## src/rtl/vga_pkg.sv

```systemverilog
// Shared 640x480@60 timing constants, counter types and the colour-bar lookup.
// Pure definitions; no latency, no flow control.
package vga_pkg;

  localparam int H_VIS   = 640;
  localparam int H_FP    = 16;
  localparam int H_SYNC  = 96;
  localparam int H_BP    = 48;
  localparam int V_VIS   = 480;
  localparam int V_FP    = 10;
  localparam int V_SYNC  = 2;
  localparam int V_BP    = 33;
  localparam int CLK_DIV = 4;

  localparam int H_TOTAL      = H_VIS + H_FP + H_SYNC + H_BP;
  localparam int V_TOTAL      = V_VIS + V_FP + V_SYNC + V_BP;
  localparam int H_SYNC_START = H_VIS + H_FP;
  localparam int V_SYNC_START = V_VIS + V_FP;
  localparam int BAR_WIDTH    = 80;

  localparam int CNT_W = 10;
  localparam int DIV_W = 2;

  typedef struct packed {
    logic red;
    logic green;
    logic blue;
  } rgb_t;

  // Bar 0 (left) is white, counting down the 3-bit colour to black at bar 7.
  function automatic rgb_t bar_colour(input logic [CNT_W-1:0] hcount);
    return rgb_t'(3'd7 - 3'(hcount / CNT_W'(BAR_WIDTH)));
  endfunction

endpackage

```

## src/rtl/vga_timing.sv

```systemverilog
// Pixel-rate divider plus horizontal/vertical raster counters with raw sync and visible flags.
// Flags are combinational from the counters; free-running, no backpressure.
module vga_timing
  import vga_pkg::*;
#(
  parameter int H_VIS   = vga_pkg::H_VIS,
  parameter int H_FP    = vga_pkg::H_FP,
  parameter int H_SYNC  = vga_pkg::H_SYNC,
  parameter int H_BP    = vga_pkg::H_BP,
  parameter int V_VIS   = vga_pkg::V_VIS,
  parameter int V_FP    = vga_pkg::V_FP,
  parameter int V_SYNC  = vga_pkg::V_SYNC,
  parameter int V_BP    = vga_pkg::V_BP,
  parameter int CLK_DIV = vga_pkg::CLK_DIV
) (
  input  logic             clk,
  input  logic             reset,
  output logic [CNT_W-1:0] hcount,
  output logic [CNT_W-1:0] vcount,
  output logic             visible,
  output logic             hsync_n,
  output logic             vsync_n
);

  localparam logic [DIV_W-1:0] DIV_LAST = DIV_W'(CLK_DIV - 1);
  localparam logic [CNT_W-1:0] H_LAST   = CNT_W'(H_VIS + H_FP + H_SYNC + H_BP - 1);
  localparam logic [CNT_W-1:0] V_LAST   = CNT_W'(V_VIS + V_FP + V_SYNC + V_BP - 1);
  localparam logic [CNT_W-1:0] H_VIS_N  = CNT_W'(H_VIS);
  localparam logic [CNT_W-1:0] V_VIS_N  = CNT_W'(V_VIS);
  localparam logic [CNT_W-1:0] H_SS     = CNT_W'(H_VIS + H_FP);
  localparam logic [CNT_W-1:0] H_SE     = CNT_W'(H_VIS + H_FP + H_SYNC);
  localparam logic [CNT_W-1:0] V_SS     = CNT_W'(V_VIS + V_FP);
  localparam logic [CNT_W-1:0] V_SE     = CNT_W'(V_VIS + V_FP + V_SYNC);

  logic [DIV_W-1:0] div;
  logic             pix_tick;

  assign pix_tick = (div == DIV_LAST);

  always_ff @(posedge clk or negedge reset) begin
    if (!reset) begin
      div    <= '0;
      hcount <= '0;
      vcount <= '0;
    end else begin
      div <= pix_tick ? '0 : div + 1'b1;
      if (pix_tick) begin
        // The line wrap and the line advance share the same tick.
        if (hcount == H_LAST) begin
          hcount <= '0;
          vcount <= (vcount == V_LAST) ? '0 : vcount + 1'b1;
        end else begin
          hcount <= hcount + 1'b1;
        end
      end
    end
  end

  assign visible = (hcount < H_VIS_N) && (vcount < V_VIS_N);
  assign hsync_n = !((hcount >= H_SS) && (hcount < H_SE));
  assign vsync_n = !((vcount >= V_SS) && (vcount < V_SE));

endmodule

```

## src/rtl/vga_controller.sv

```systemverilog
// VGA 640x480 controller painting an 8-bar colour test pattern with active-low syncs.
// Outputs registered: one clk behind the raster counters; free-running, no backpressure.
module vga_controller
  import vga_pkg::*;
#(
  parameter int H_VIS   = vga_pkg::H_VIS,
  parameter int H_FP    = vga_pkg::H_FP,
  parameter int H_SYNC  = vga_pkg::H_SYNC,
  parameter int H_BP    = vga_pkg::H_BP,
  parameter int V_VIS   = vga_pkg::V_VIS,
  parameter int V_FP    = vga_pkg::V_FP,
  parameter int V_SYNC  = vga_pkg::V_SYNC,
  parameter int V_BP    = vga_pkg::V_BP,
  parameter int CLK_DIV = vga_pkg::CLK_DIV
) (
  input  logic clk,
  input  logic reset,
  output logic vga_red,
  output logic vga_green,
  output logic vga_blue,
  output logic vga_hsync,
  output logic vga_vsync
);

  logic [CNT_W-1:0] hcount;
  logic [CNT_W-1:0] vcount;
  logic             visible;
  logic             hsync_n;
  logic             vsync_n;
  rgb_t             pixel;
  logic             vcount_unused;

  vga_timing #(
    .H_VIS   (H_VIS),
    .H_FP    (H_FP),
    .H_SYNC  (H_SYNC),
    .H_BP    (H_BP),
    .V_VIS   (V_VIS),
    .V_FP    (V_FP),
    .V_SYNC  (V_SYNC),
    .V_BP    (V_BP),
    .CLK_DIV (CLK_DIV)
  ) u_timing (
    .clk     (clk),
    .reset   (reset),
    .hcount  (hcount),
    .vcount  (vcount),
    .visible (visible),
    .hsync_n (hsync_n),
    .vsync_n (vsync_n)
  );

  // The pattern is purely horizontal; the line number only matters through visible.
  assign vcount_unused = ^vcount;

  assign pixel = visible ? bar_colour(hcount) : '0;

  always_ff @(posedge clk or negedge reset) begin
    if (!reset) begin
      {vga_red, vga_green, vga_blue} <= 3'b000;
      vga_hsync                      <= 1'b1;
      vga_vsync                      <= 1'b1;
    end else begin
      {vga_red, vga_green, vga_blue} <= pixel;
      vga_hsync                      <= hsync_n;
      vga_vsync                      <= vsync_n;
    end
  end

endmodule

```

## config.mk

```make
export PLATFORM = sky130hd
export DESIGN_NAME = vga_controller
export DESIGN_NICKNAME = d
export VERILOG_FILES = /design/src/rtl/vga_pkg.sv /design/src/rtl/vga_timing.sv /design/src/rtl/vga_controller.sv
export SDC_FILE = /design/constraint.sdc
export NUM_CORES = 1
export LEC_CHECK = 0
export ABC_AREA = 1
export CAP_MARGIN = 20
export CORE_MARGIN = 2
export CORE_UTILIZATION = 40
export DETAILED_ROUTE_END_ITERATION = 8
export SLEW_MARGIN = 40
export SYNTH_ARGS = -nofsm -noshare
export SYNTH_HDL_FRONTEND = slang
export SYNTH_SLANG_ARGS = --single-unit
export TNS_END_PERCENT = 30
```

## constraint.sdc

```tcl
create_clock -name clk -period 1.6 [get_ports clk]
set_input_delay 0.48 -clock clk [delete_from_list [all_inputs] [get_ports clk]]
set_output_delay 0.48 -clock clk [all_outputs]
set_load 0.05 [all_outputs]
```

==> summary.txt <==
Synthesis
  – Ys Warns: 0
  – Synth area leader: dfrtp_1
  – Main combinational cell family by area after synthesis: simple AND/OR/NAND/NOR gates
  – XOR/XNOR share of the synthesized area: just under 3%
  – Post-synth top area share: 41.56%
  – Avg Cell Area, Syn: 8.270 um^2
  – Synth unique cells: 31
  – Simple-gate area share of the yosys netlist: between 30% and 40%
  – Adder-Cell Fraction of Synth Area: 4.156%
  – Area contributors post-synth: dfrtp_1 42%, nand2_1 8.5%, inv_1 6.2%, nor2_1 4.7%, nand3_1 4.3%
  – Post-Syn Nets: 189
  – Mux share of post-synthesis cell area: 0%
  – Complex-gate fraction of the synthesized area: ~8.6%
  – FF+latch count, synth: 27
  – Seq/Total Area, Yosys: 45.05%
  – Cell Area, Synth: 1505 um^2
  – Post-Syn Instances: 182

STA
  – # setup viols final: 0
  – Final worst path period share: 99.33%
  – Fmax: approximately 630 MHz
  – Final Skew: about 0.0017 ns
  – Final Max Tran Viols: 0
  – Shortest period the worst path allows: 1.589 ns
  – Slew Limit Headroom: 73.41%
  – Hold Violations, Final: 0
  – RSZ-0062 raised after global routing: yes
  – Fin Hold WS: between 0.4 and 0.5 ns
  – Slew @ Worst Pin: about 0.40 ns

Setup path
  – Data arrival time of the critical path: between 1.5 and 2 ns
  – Worst setup EP type: flip-flop
  – Slowest stage cell, crit path: dfrtp_1
  – Crit path max fanout: 3
  – Worst path cell trace: ha_2, nand3_2, nor2_2, nand4_1, inv_2, nand2_4, nor2_4, nand2_2, nor2_2, a21oi_2
  – CP max stage delay: 0.38 ns
  – Cell mode on critical path: nor2_2
  – CP Launch Type: flip-flop
  – WP data required: 1.76 ns
  – WS Path Type: reg2reg

GRT
  – Gr usage total: approximately 16%
  – Gr busiest metal: met2
  – Grt ovf: 0
  – Met3 Resource Use GR: 2.055%
  – Initial antenna violation count: 0
  – Vias in the first global route: 1289
  – First-pass GRT wire length: 5.347 mm
  – GR Util met2: 26.79%
  – GRT met1 Usage: between 20% and 30%
  – Largest net degree at the start of global routing: 28

Power and ir drop
  – Pint: 0.8671 mW
  – Sequential Power Share: ~63%
  – Worst vdd ir: 0.3701 mV
  – Clock group share of total power: 35.1%
  – Logic pwr share: approximately 1.9%
  – Switching Share: 19.89%
  – Net switching power: between 0.2 and 0.25 mW
  – Power Dens Cells: between 500 and 600 nW/um^2
  – Lkg Pwr: between 0.8 and 0.9 nW

Detailed routing
  – # DRC: 0
  – Final wirelength: 2.932 mm
  – DR pass1 iterations: 4
  – Via density: 4.984
  – DRT antenna net count: 0
  – Routed len/inst: 11.78 um
  – Via count: approximately 1200
  – Initial DRC count: 87

Die
  – IO Pins: 7
  – Initial Util: 41.43%
  – Placeable Area: 3633 um^2
  – Chip Height: 65.35 um
  – Num rows: 22
  – Die width: 65.35 um
  – Die area: 4270 um^2

CTS
  – Clk buf depth: 2
  – Clock-pin transition on the worst setup and hold timing paths: 0.09 ns
  – TritonCTS buffer count: 3
  – TritonCTS clock tree: yes
  – # hold bufs at CTS: 0
  – Clk sinks: 27
  – Clk_lat worst skew: 0.26 ns
  – Clk root buf: clkbuf_8
  – # H-tree levels: 1

Finish
  – Final std cells w/o fill: 249
  – Share of layout cells above drive strength 1: between 20% and 30%
  – Area added between synthesis and finish: 25.10%
  – Number of diodes: 0
  – Fin nets: 209

Min path
  – Worst min path class: reg2reg

Placement
  – Final GP Congestion: between 0.8 and 0.9
  – Inst Count DP: 243
  – HPWL Detailed: 2.219 mm
  – Buffers on Ports: 6

Outcome
  – Status: completed

Run
  – Maxcap violations: 0
## layout make-up
cell class	count	area (um^2)
well taps	48	60.06
multi-input cells	125	793.3
flip-flops and latches	27	679.4
fillers	342	1750
inverters	30	115.1
clock buffers	4	45.04
repair buffers	15	190.2
## repair_timing
item,in CTS,in global routing
endpoints found under the setup margin,2,13
gates resized for setup,0,26
pin swaps,0,5
setup buffers,1,1
cloned,0,0
## Yosys cell counts (all sizes together)
cell type and count:
nand3 16, nor3b 1, o211ai 1, inv 29
nor3 6, clkinv 1, a221oi 1, o21ai 8
dfrtp 25, nor4 1, a211oi 1, a2111oi 1
nand2 39, or2 1, nand4 5, a21oi 10
nand3b 1, nor2 22, xor2 5, ha 5
dfstp 2, o22ai 1
## sequential cells by signal, summed over array words and instances, names as in the netlist
| register | flops |
|---|---|
| vga_red | 1 |
| vga_green | 1 |
| vga_vsync | 1 |
| u_timing.hcount | 10 |
| vga_blue | 1 |
| u_timing.vcount | 10 |
| vga_hsync | 1 |
| u_timing.div | 2 |
## kinds of logic (layout without fill, tap and decap cells)
logic type | after synthesis | count (layout)
buffers and inverters | 30 | 49
adder cells (fa/ha/maj) | 5 | 5
XOR/XNOR | 5 | 5
flip-flops | 27 | 27
AO/OA/AOI/OAI | 23 | 23
AND/OR/NAND/NOR | 92 | 92
## placed cells by master (no fill, tap or decap), drive strengths merged, types with 2 or more instances in the layout
master,Yosys,final
nand3,16,16
clkbuf,0,4
xor2,5,5
dfstp,2,2
o21ai,8,8
nor3,6,6
a21oi,10,10
nand2,39,39
dfrtp,25,25
inv,29,29
buf,0,14
nand4,5,5
ha,5,5
nor2,22,22
## per-layer routing
| metal | vias to the layer above | share of wire, % |
|---|---|---|
| met3 | 4 | 2.3 |
| met4 | 0 | 1.6 |
| met2 | 16 | 49 |
| met5 | - | 0 |
| met1 | 589 | 47 |
| li1 | 632 | - |
## worst paths after layout
path,endpoint,cells after the start,startpoint,slack [ns]
max in group asynchronous,vga_hsync,2,reset,0.81
worst max-delay path,u_timing.vcount[7],10,u_timing.hcount[1],0.01
worst max register to register,u_timing.vcount[7],10,u_timing.hcount[1],0.01
worst min-delay path,u_timing.div[0],1,u_timing.div[0],0.49
worst min register to register,u_timing.div[0],1,u_timing.div[0],0.49
min in group asynchronous,u_timing.vcount[8],2,reset,0.57
## stage by stage
step / setup slack (ns) / TNS [ns] / instance area, um^2 / utilization [%] / power, mW
2_1_floorplan: 0.1354 / 0 / 1505 / - / 0.6956
3_3_place_gp: 0.005680 / 0 / 1740 / 47.90 / 0.7173
3_5_place_dp: 0.003449 / 0 / 1740 / 47.90 / 0.7175
4_1_cts: 0.01204 / 0 / 1793 / 49.35 / 1.098
5_1_grt: -0.1220 / -0.5142 / 1883 / 51.83 / 1.127
6_report: 0.01078 / 0 / 1883 / 51.83 / 1.082
## power by group through the flow
stage | logic, mW | clock network [mW] | registers [mW]
2_1_floorplan | 0.000000369 | 0 | 0.696
3_3_place_gp | 0.0220 | 0 | 0.695
3_5_place_dp | 0.0221 | 0 | 0.695
4_1_cts | 0.0223 | 0.394 | 0.682
5_1_grt | 0.0244 | 0.421 | 0.682
6_report | 0.0209 | 0.380 | 0.682
## worst max-delay path: cells and delay by family, from the launching register on
family / cells / cell delay (ns)
fa+ha+maj: 1 / 0.21
compound gates: 1 / 0.04
buf+inv: 1 / 0.14
flops: 1 / 0.38
simple gates: 7 / 0.71
Power figures use the tool's default switching activity.
